<file path="config.mk">
export PLATFORM = sky130hd
export DESIGN_NAME = etapaflops_elastic_flat
export DESIGN_NICKNAME = d
export VERILOG_FILES = /design/src/rtl/phy_pipe_pkg.sv /design/src/rtl/etapaflops_elastic_if.sv /design/src/rtl/etapa_lane.sv /design/src/rtl/etapaflops_elastic.sv /design/src/flat_wrapper.sv
export SDC_FILE = /design/constraint.sdc
export NUM_CORES = 1
export LEC_CHECK = 0
export BUFFER_PORTS_ARGS = -buffer_cell sky130_fd_sc_hd__buf_2
export CAP_MARGIN = 40
export CORE_MARGIN = 10
export CORE_UTILIZATION = 48
export CTS_CLUSTER_SIZE = 20
export DETAILED_ROUTE_END_ITERATION = 12
export MAX_ROUTING_LAYER = met4
export PLACE_DENSITY = 0.79
export SLEW_MARGIN = 25
export SYNTH_ARGS = -nofsm -noshare
export SYNTH_HDL_FRONTEND = slang
export SYNTH_SLANG_ARGS = --single-unit
</file>
<file path="constraint.sdc">
create_clock -name clk_2f -period 1.56 [get_ports clk_2f]
set_clock_uncertainty 0.15 [all_clocks]
set_input_delay 0 -clock clk_2f [delete_from_list [all_inputs] [get_ports clk_2f]]
set_output_delay 0 -clock clk_2f [all_outputs]
set_load 0.02 [all_outputs]
</file>
<file path="src/rtl/phy_pipe_pkg.sv">
// Shared PHY lane-pipeline constants and the lane-slice helper used by the
// deserialiser, retiming and un-striping blocks.
package phy_pipe_pkg;

  localparam int unsigned DefaultLanes = 2;
  localparam int unsigned DefaultWidth = 8;
  localparam int unsigned DefaultDepth = 1;

  // LSB of a lane's slice within a packed multi-lane data bus.
  function automatic int unsigned lane_lsb(input int unsigned lane, input int unsigned width);
    return lane * width;
  endfunction

endpackage

</file>
<file path="src/rtl/etapaflops_elastic_if.sv">
// Multi-lane data/valid bundle; the producer side uses master, the consumer slave.
interface etapaflops_elastic_if
  import phy_pipe_pkg::*;
#(
  parameter int unsigned LANES = DefaultLanes,
  parameter int unsigned WIDTH = DefaultWidth
) ();

  logic [LANES*WIDTH-1:0] data;
  logic [LANES-1:0]       valid;

  modport master (output data, output valid);
  modport slave  (input data, input valid);

endinterface

</file>
<file path="src/rtl/etapa_lane.sv">
// Single-lane elastic retiming pipeline: bubbles collapse under stall, a full lane
// drops new words and raises a sticky overflow.
module etapa_lane
  import phy_pipe_pkg::*;
#(
  parameter int unsigned WIDTH     = DefaultWidth,
  parameter int unsigned DEPTH     = DefaultDepth,
  parameter bit          HOLD_DATA = 1'b1
) (
  input  logic             clk_2f,
  input  logic             reset,
  input  logic             stall,
  input  logic             flush,
  input  logic [WIDTH-1:0] data_i,
  input  logic             valid_i,
  output logic [WIDTH-1:0] data_o,
  output logic             valid_o,
  output logic             overflow_o,
  output logic             lane_empty_o
);

  logic [DEPTH-1:0] v_q, v_d;
  logic [DEPTH-1:0] load;
  logic [WIDTH-1:0] d_q [DEPTH];
  logic [WIDTH-1:0] d_d [DEPTH];
  logic             ovf_q, ovf_d;
  logic             full_above;

  // Stage k is written when its source moves: that happens unless stall is set and
  // every stage from k up to the output is already valid.
  always_comb begin
    full_above = 1'b1;
    load       = '0;
    for (int k = DEPTH - 1; k >= 0; k--) begin
      full_above = full_above & v_q[k];
      load[k]    = ~stall | ~full_above;
    end
  end

  always_comb begin
    v_d = v_q;
    d_d = d_q;

    if (load[0]) begin
      v_d[0] = valid_i;
      if (valid_i) begin
        d_d[0] = data_i;
      end else if (!HOLD_DATA) begin
        d_d[0] = '0;
      end
    end

    for (int k = 1; k < DEPTH; k++) begin
      if (load[k]) begin
        v_d[k] = v_q[k-1];
        if (v_q[k-1]) begin
          d_d[k] = d_q[k-1];
        end else if (!HOLD_DATA) begin
          d_d[k] = '0;
        end
      end
    end

    if (flush) begin
      v_d = '0;
      if (!HOLD_DATA) begin
        for (int k = 0; k < DEPTH; k++) begin
          d_d[k] = '0;
        end
      end
    end

    ovf_d = ovf_q | (valid_i & ~load[0] & ~flush);
  end

  always_ff @(posedge clk_2f) begin
    if (reset) begin
      v_q   <= '0;
      d_q   <= '{default: '0};
      ovf_q <= 1'b0;
    end else begin
      v_q   <= v_d;
      d_q   <= d_d;
      ovf_q <= ovf_d;
    end
  end

  assign data_o       = d_q[DEPTH-1];
  assign valid_o      = v_q[DEPTH-1];
  assign overflow_o   = ovf_q;
  assign lane_empty_o = ~|v_d;

endmodule

</file>
<file path="src/rtl/etapaflops_elastic.sv">
// LANES-wide elastic retiming stage between the RX deserialisers and byte un-striping;
// lanes share only stall, flush and reset.
module etapaflops_elastic
  import phy_pipe_pkg::*;
#(
  parameter int unsigned LANES     = DefaultLanes,
  parameter int unsigned WIDTH     = DefaultWidth,
  parameter int unsigned DEPTH     = DefaultDepth,
  parameter bit          HOLD_DATA = 1'b1
) (
  input  logic                 clk_2f,
  input  logic                 reset,
  input  logic                 stall,
  input  logic                 flush,
  etapaflops_elastic_if.slave  in_if,
  etapaflops_elastic_if.master out_if,
  output logic                 pipe_empty,
  output logic [LANES-1:0]     overflow
);

  logic [LANES-1:0] lane_empty;
  logic [LANES-1:0] lane_valid;
  logic [WIDTH-1:0] lane_data [LANES];
  logic             pipe_empty_q;

  for (genvar i = 0; i < LANES; i++) begin : g_lane
    etapa_lane #(
      .WIDTH     (WIDTH),
      .DEPTH     (DEPTH),
      .HOLD_DATA (HOLD_DATA)
    ) u_lane (
      .clk_2f       (clk_2f),
      .reset        (reset),
      .stall        (stall),
      .flush        (flush),
      .data_i       (in_if.data[lane_lsb(i, WIDTH) +: WIDTH]),
      .valid_i      (in_if.valid[i]),
      .data_o       (lane_data[i]),
      .valid_o      (lane_valid[i]),
      .overflow_o   (overflow[i]),
      .lane_empty_o (lane_empty[i])
    );
  end

  always_comb begin
    out_if.data = '0;
    for (int i = 0; i < LANES; i++) begin
      out_if.data[lane_lsb(i, WIDTH) +: WIDTH] = lane_data[i];
    end
  end

  assign out_if.valid = lane_valid;

  // Registered from next-state valid bits so it lines up with valid_out.
  always_ff @(posedge clk_2f) begin
    if (reset) begin
      pipe_empty_q <= 1'b1;
    end else begin
      pipe_empty_q <= &lane_empty;
    end
  end

  assign pipe_empty = pipe_empty_q;

endmodule

</file>
<file path="src/flat_wrapper.sv">
// flat-port wrapper written by rule: the top's interface ports become plain ports
module etapaflops_elastic_flat import phy_pipe_pkg::*;
#(
  parameter int unsigned LANES     = DefaultLanes,
  parameter int unsigned WIDTH     = DefaultWidth,
  parameter int unsigned DEPTH     = DefaultDepth,
  parameter bit          HOLD_DATA = 1'b1
)
  (clk_2f, reset, stall, flush, pipe_empty, overflow, in_if_data, in_if_valid, out_if_data, out_if_valid);
  etapaflops_elastic_if #(.LANES(LANES), .WIDTH(WIDTH)) in_if_i ();
  etapaflops_elastic_if #(.LANES(LANES), .WIDTH(WIDTH)) out_if_i ();
  input  logic clk_2f;
  input  logic reset;
  input  logic stall;
  input  logic flush;
  output logic pipe_empty;
  output logic [LANES-1:0] overflow;
  input wire logic [$bits(in_if_i.data)-1:0] in_if_data;
  input wire logic [$bits(in_if_i.valid)-1:0] in_if_valid;
  output wire logic [$bits(out_if_i.data)-1:0] out_if_data;
  output wire logic [$bits(out_if_i.valid)-1:0] out_if_valid;
  assign in_if_i.data = in_if_data;
  assign in_if_i.valid = in_if_valid;
  assign out_if_data = out_if_i.data;
  assign out_if_valid = out_if_i.valid;
  etapaflops_elastic #(.LANES(LANES), .WIDTH(WIDTH), .DEPTH(DEPTH), .HOLD_DATA(HOLD_DATA)) u_core (.clk_2f(clk_2f), .reset(reset), .stall(stall), .flush(flush), .in_if(in_if_i), .out_if(out_if_i), .pipe_empty(pipe_empty), .overflow(overflow));
endmodule
</file>
==> results.py <==
metrics = {
    "sta": {
        "slew-limit-headroom_pct": 80.5,
        "fmax_mhz": 674,
        "fin_crit_sh_pct": 95.2,
        "finalSetupViolations": 0,
        "drv_slew": 0,
        "hold_violations": 0,
        "tightest_slew_ns": 0.293,
        "finalCriticalPeriod_ns": 1.48,
        "rsz0062_at_grt": "false",
        "finalSetupTns_ns": 0,
    },
    "clocking": {
        "root_buffer": "clkbuf_4",
        "path_clk_slew_ns": 0.11,
        "clk_latency_ns": 0.29,
        "cts_buffers": 3,
        "clk_path_buf_depth": 2,
        "cts_tree": "yes",
        "post_cts_buffers": 0,
        "cts_max_level": 1,
        "clock_sinks": 21,
    },
    "die": {
        "core_sq_mm": 0.00180,
        "die_h_um": 64.4,
        "fp.dieW_um": 64.4,
        "rows": 15,
        "ioPinCount": 43,
        "die_area_sq_mm": 0.00415,
        "start_util_pct": 52.5,
    },
    "finish": {
        "antennaDiodeCount": 0,
        "fill_cells": 133,
        "drive_above_1_share_pct": 31.4,
        "nets": 179,
        "area_growth_pct": 48.1,
    },
    "critical_path": {
        "cp-start-kind": "primary input",
        "critical_path_class": "primary input to flip-flop",
        "crit_fanout": 37,
        "cp_data_required_time_ns": 1.65,
        "path_common_cell": "dlygate4sd3_1",
        "worstSetupEndpointType": "flip-flop",
        "arrival_ns": 1.58,
        "cpMaxStageDelayCell": "dlygate4sd3_1",
        "critPathMaxStageDelay_ns": 0.56,
        "crit_chain": "dlygate4sd3_1 > clkbuf_4 > nor3_1 > dlygate4sd3_1",
    },
    "yosys": {
        "synthCells": 94,
        "yosysSeqAreaShare_pct": 44.4,
        "yosys.area.top_type_share_pct": 44.4,
        "syn_area_per_cell_sq_um": 10.1,
        "synth_area_leaders": "dfxtp_1, nand2b_1, mux2i_1",
        "syn_nets": 116,
        "synth-seq-cells": 21,
        "yosysTopAreaCell": "dfxtp_1",
        "synth_area_sq_um": 946,
        "yosys_warnings": 0,
        "ys_types": 15,
    },
    "grt": {
        "grt_max_degree": 38,
        "grt_pass1_vias": 869,
        "grt_overflow": 0,
        "grtUsageTotal_pct": 11.9,
        "antenna_found_initial": 0,
        "grt_pass1_wl_um": 4010,
    },
    "route": {
        "firstDrtPassIters": 4,
        "viasPerCell": 4.59,
        "drt_first_iter_violations": 9,
        "wire_per_inst_um": 13.4,
        "drtAntennaViolNets": 0,
        "dr_total_vias": 831,
        "drc": 0,
        "routed_wl_um": 2420,
    },
    "place": {
        "gp_congestion": 0.671,
        "dp_hpwl_um": 1500,
        "io_buffers": 42,
    },
    "outcome": {
        "status": "completed",
    },
    "pwr": {
        "irDropWorstVdd_uv": 529,
        "powerDensity_mw_per_mm2": 772,
        "p_total_mw": 1.08,
        "p_leak_nw": 0.667,
    },
    "worst_hold_path": {
        "hold_path.class": "flip-flop to flip-flop",
    },
    "run": {
        "drv_cap": 0,
    },
}
registers in the layout, indices dropped and copies added, names as in the netlist:
register                         cells
u_core.pipe_empty                    1
u_core.g_lane.u_lane.overflow_o      2
u_core.g_lane.u_lane.data_o         16
u_core.g_lane.u_lane.valid_o         2
path summary, 6_finish.rpt:
path | cells after the start | endpoint | slack [ns] | start
setup / recovery | 4 | u_core.g_lane[0].u_lane.valid_o | 0.08 | reset
hold / removal | 2 | u_core.g_lane[1].u_lane.overflow_o | 0.30 | u_core.g_lane[1].u_lane.overflow_o
setup reg to reg | 3 | u_core.g_lane[0].u_lane.overflow_o | 0.13 | u_core.g_lane[0].u_lane.valid_o
hold reg to reg | 2 | u_core.g_lane[1].u_lane.overflow_o | 0.30 | u_core.g_lane[1].u_lane.overflow_o
cell type report:
cell class / instances / area, sq um / area share, %
Tap cell: 25 / 31.3 / 2.23
Inverter: 2 / 7.51 / 0.536
Clock buffer: 4 / 26.3 / 1.88
Timing Repair Buffer: 68 / 468 / 33.4
Sequential cell: 21 / 420 / 30.0
Multi-Input combinational cell: 61 / 448 / 32.0
synthesized netlist by cell type:
cell / count
a21boi_2: 2
nand2b_1: 32
nor2_1: 1
a21oi_1: 4
nand4b_1: 2
mux2i_1: 16
buf_4: 4
nor3_1: 2
o21ai_1: 1
buf_2: 2
dfxtp_1: 21
inv_1: 2
clkbuf_1: 2
a211o_1: 1
buf_6: 2
where the power goes:
group | switching (mW) | internal, mW
combinational | 0.113 | 0.126
clock | 0.158 | 0.0994
sequential | 0.0172 | 0.568
stage by stage:
step,cells,util [%],setup WS (ns),hold slack [ns],instance area [sq um]
4_1_cts,181,77.6,0.0437,0.299,1400
6_report,181,77.8,0.0754,0.297,1400
3_5_place_dp,153,62.8,0.469,0.0853,1130
5_1_grt,181,77.8,0.0313,0.340,1400
2_1_floorplan,94,-,0.559,-0.0707,946
3_3_place_gp,153,62.8,0.489,0.0742,1130
worst max-delay path, delay by kind of cell:
family	cells	cell delay (ns)
buf+inv	3	1.37
simple gates	1	0.20
per-layer routing:
layer	GRT usage (%)	share of wire [%]
met1	13.5	44
met2	19.5	48
met3	4.36	7.7
met4	2.41	0.37
met5	-	0
timing repair:
| item | in CTS | in global routing |
|---|---|---|
| setup endpoints to repair | 0 | 2 |
| hold buffers | 24 | 0 |
| endpoints found under the hold margin | 21 | 0 |
| gates resized for setup | 0 | 1 |
layout by cell type, fill, tap and decap left out:
cell and instances:
dfxtp_1 21, clkbuf_4 4, inv_1 2, a21boi_2 2, dlygate4sd3_1 24, nor2_1 1, a21oi_1 4, a211o_1 1
buf_4 2, nor3_1 2, buf_2 41, clkbuf_1 1, nand4b_1 2, mux2i_1 16, nand2b_1 32, o21ai_1 1
cells by family (layout without fill, tap and decap cells):
family	count (synthesis)	in the layout	synth area share (%)
muxes	16	16	16.9
AOI/OAI and AO/OA	8	8	5.95
and+or+nand+nor	37	37	24.5
DFF	21	21	44.4
buffers and inverters	12	74	8.20
No activity file was read; power rests on OpenSTA's default activity.
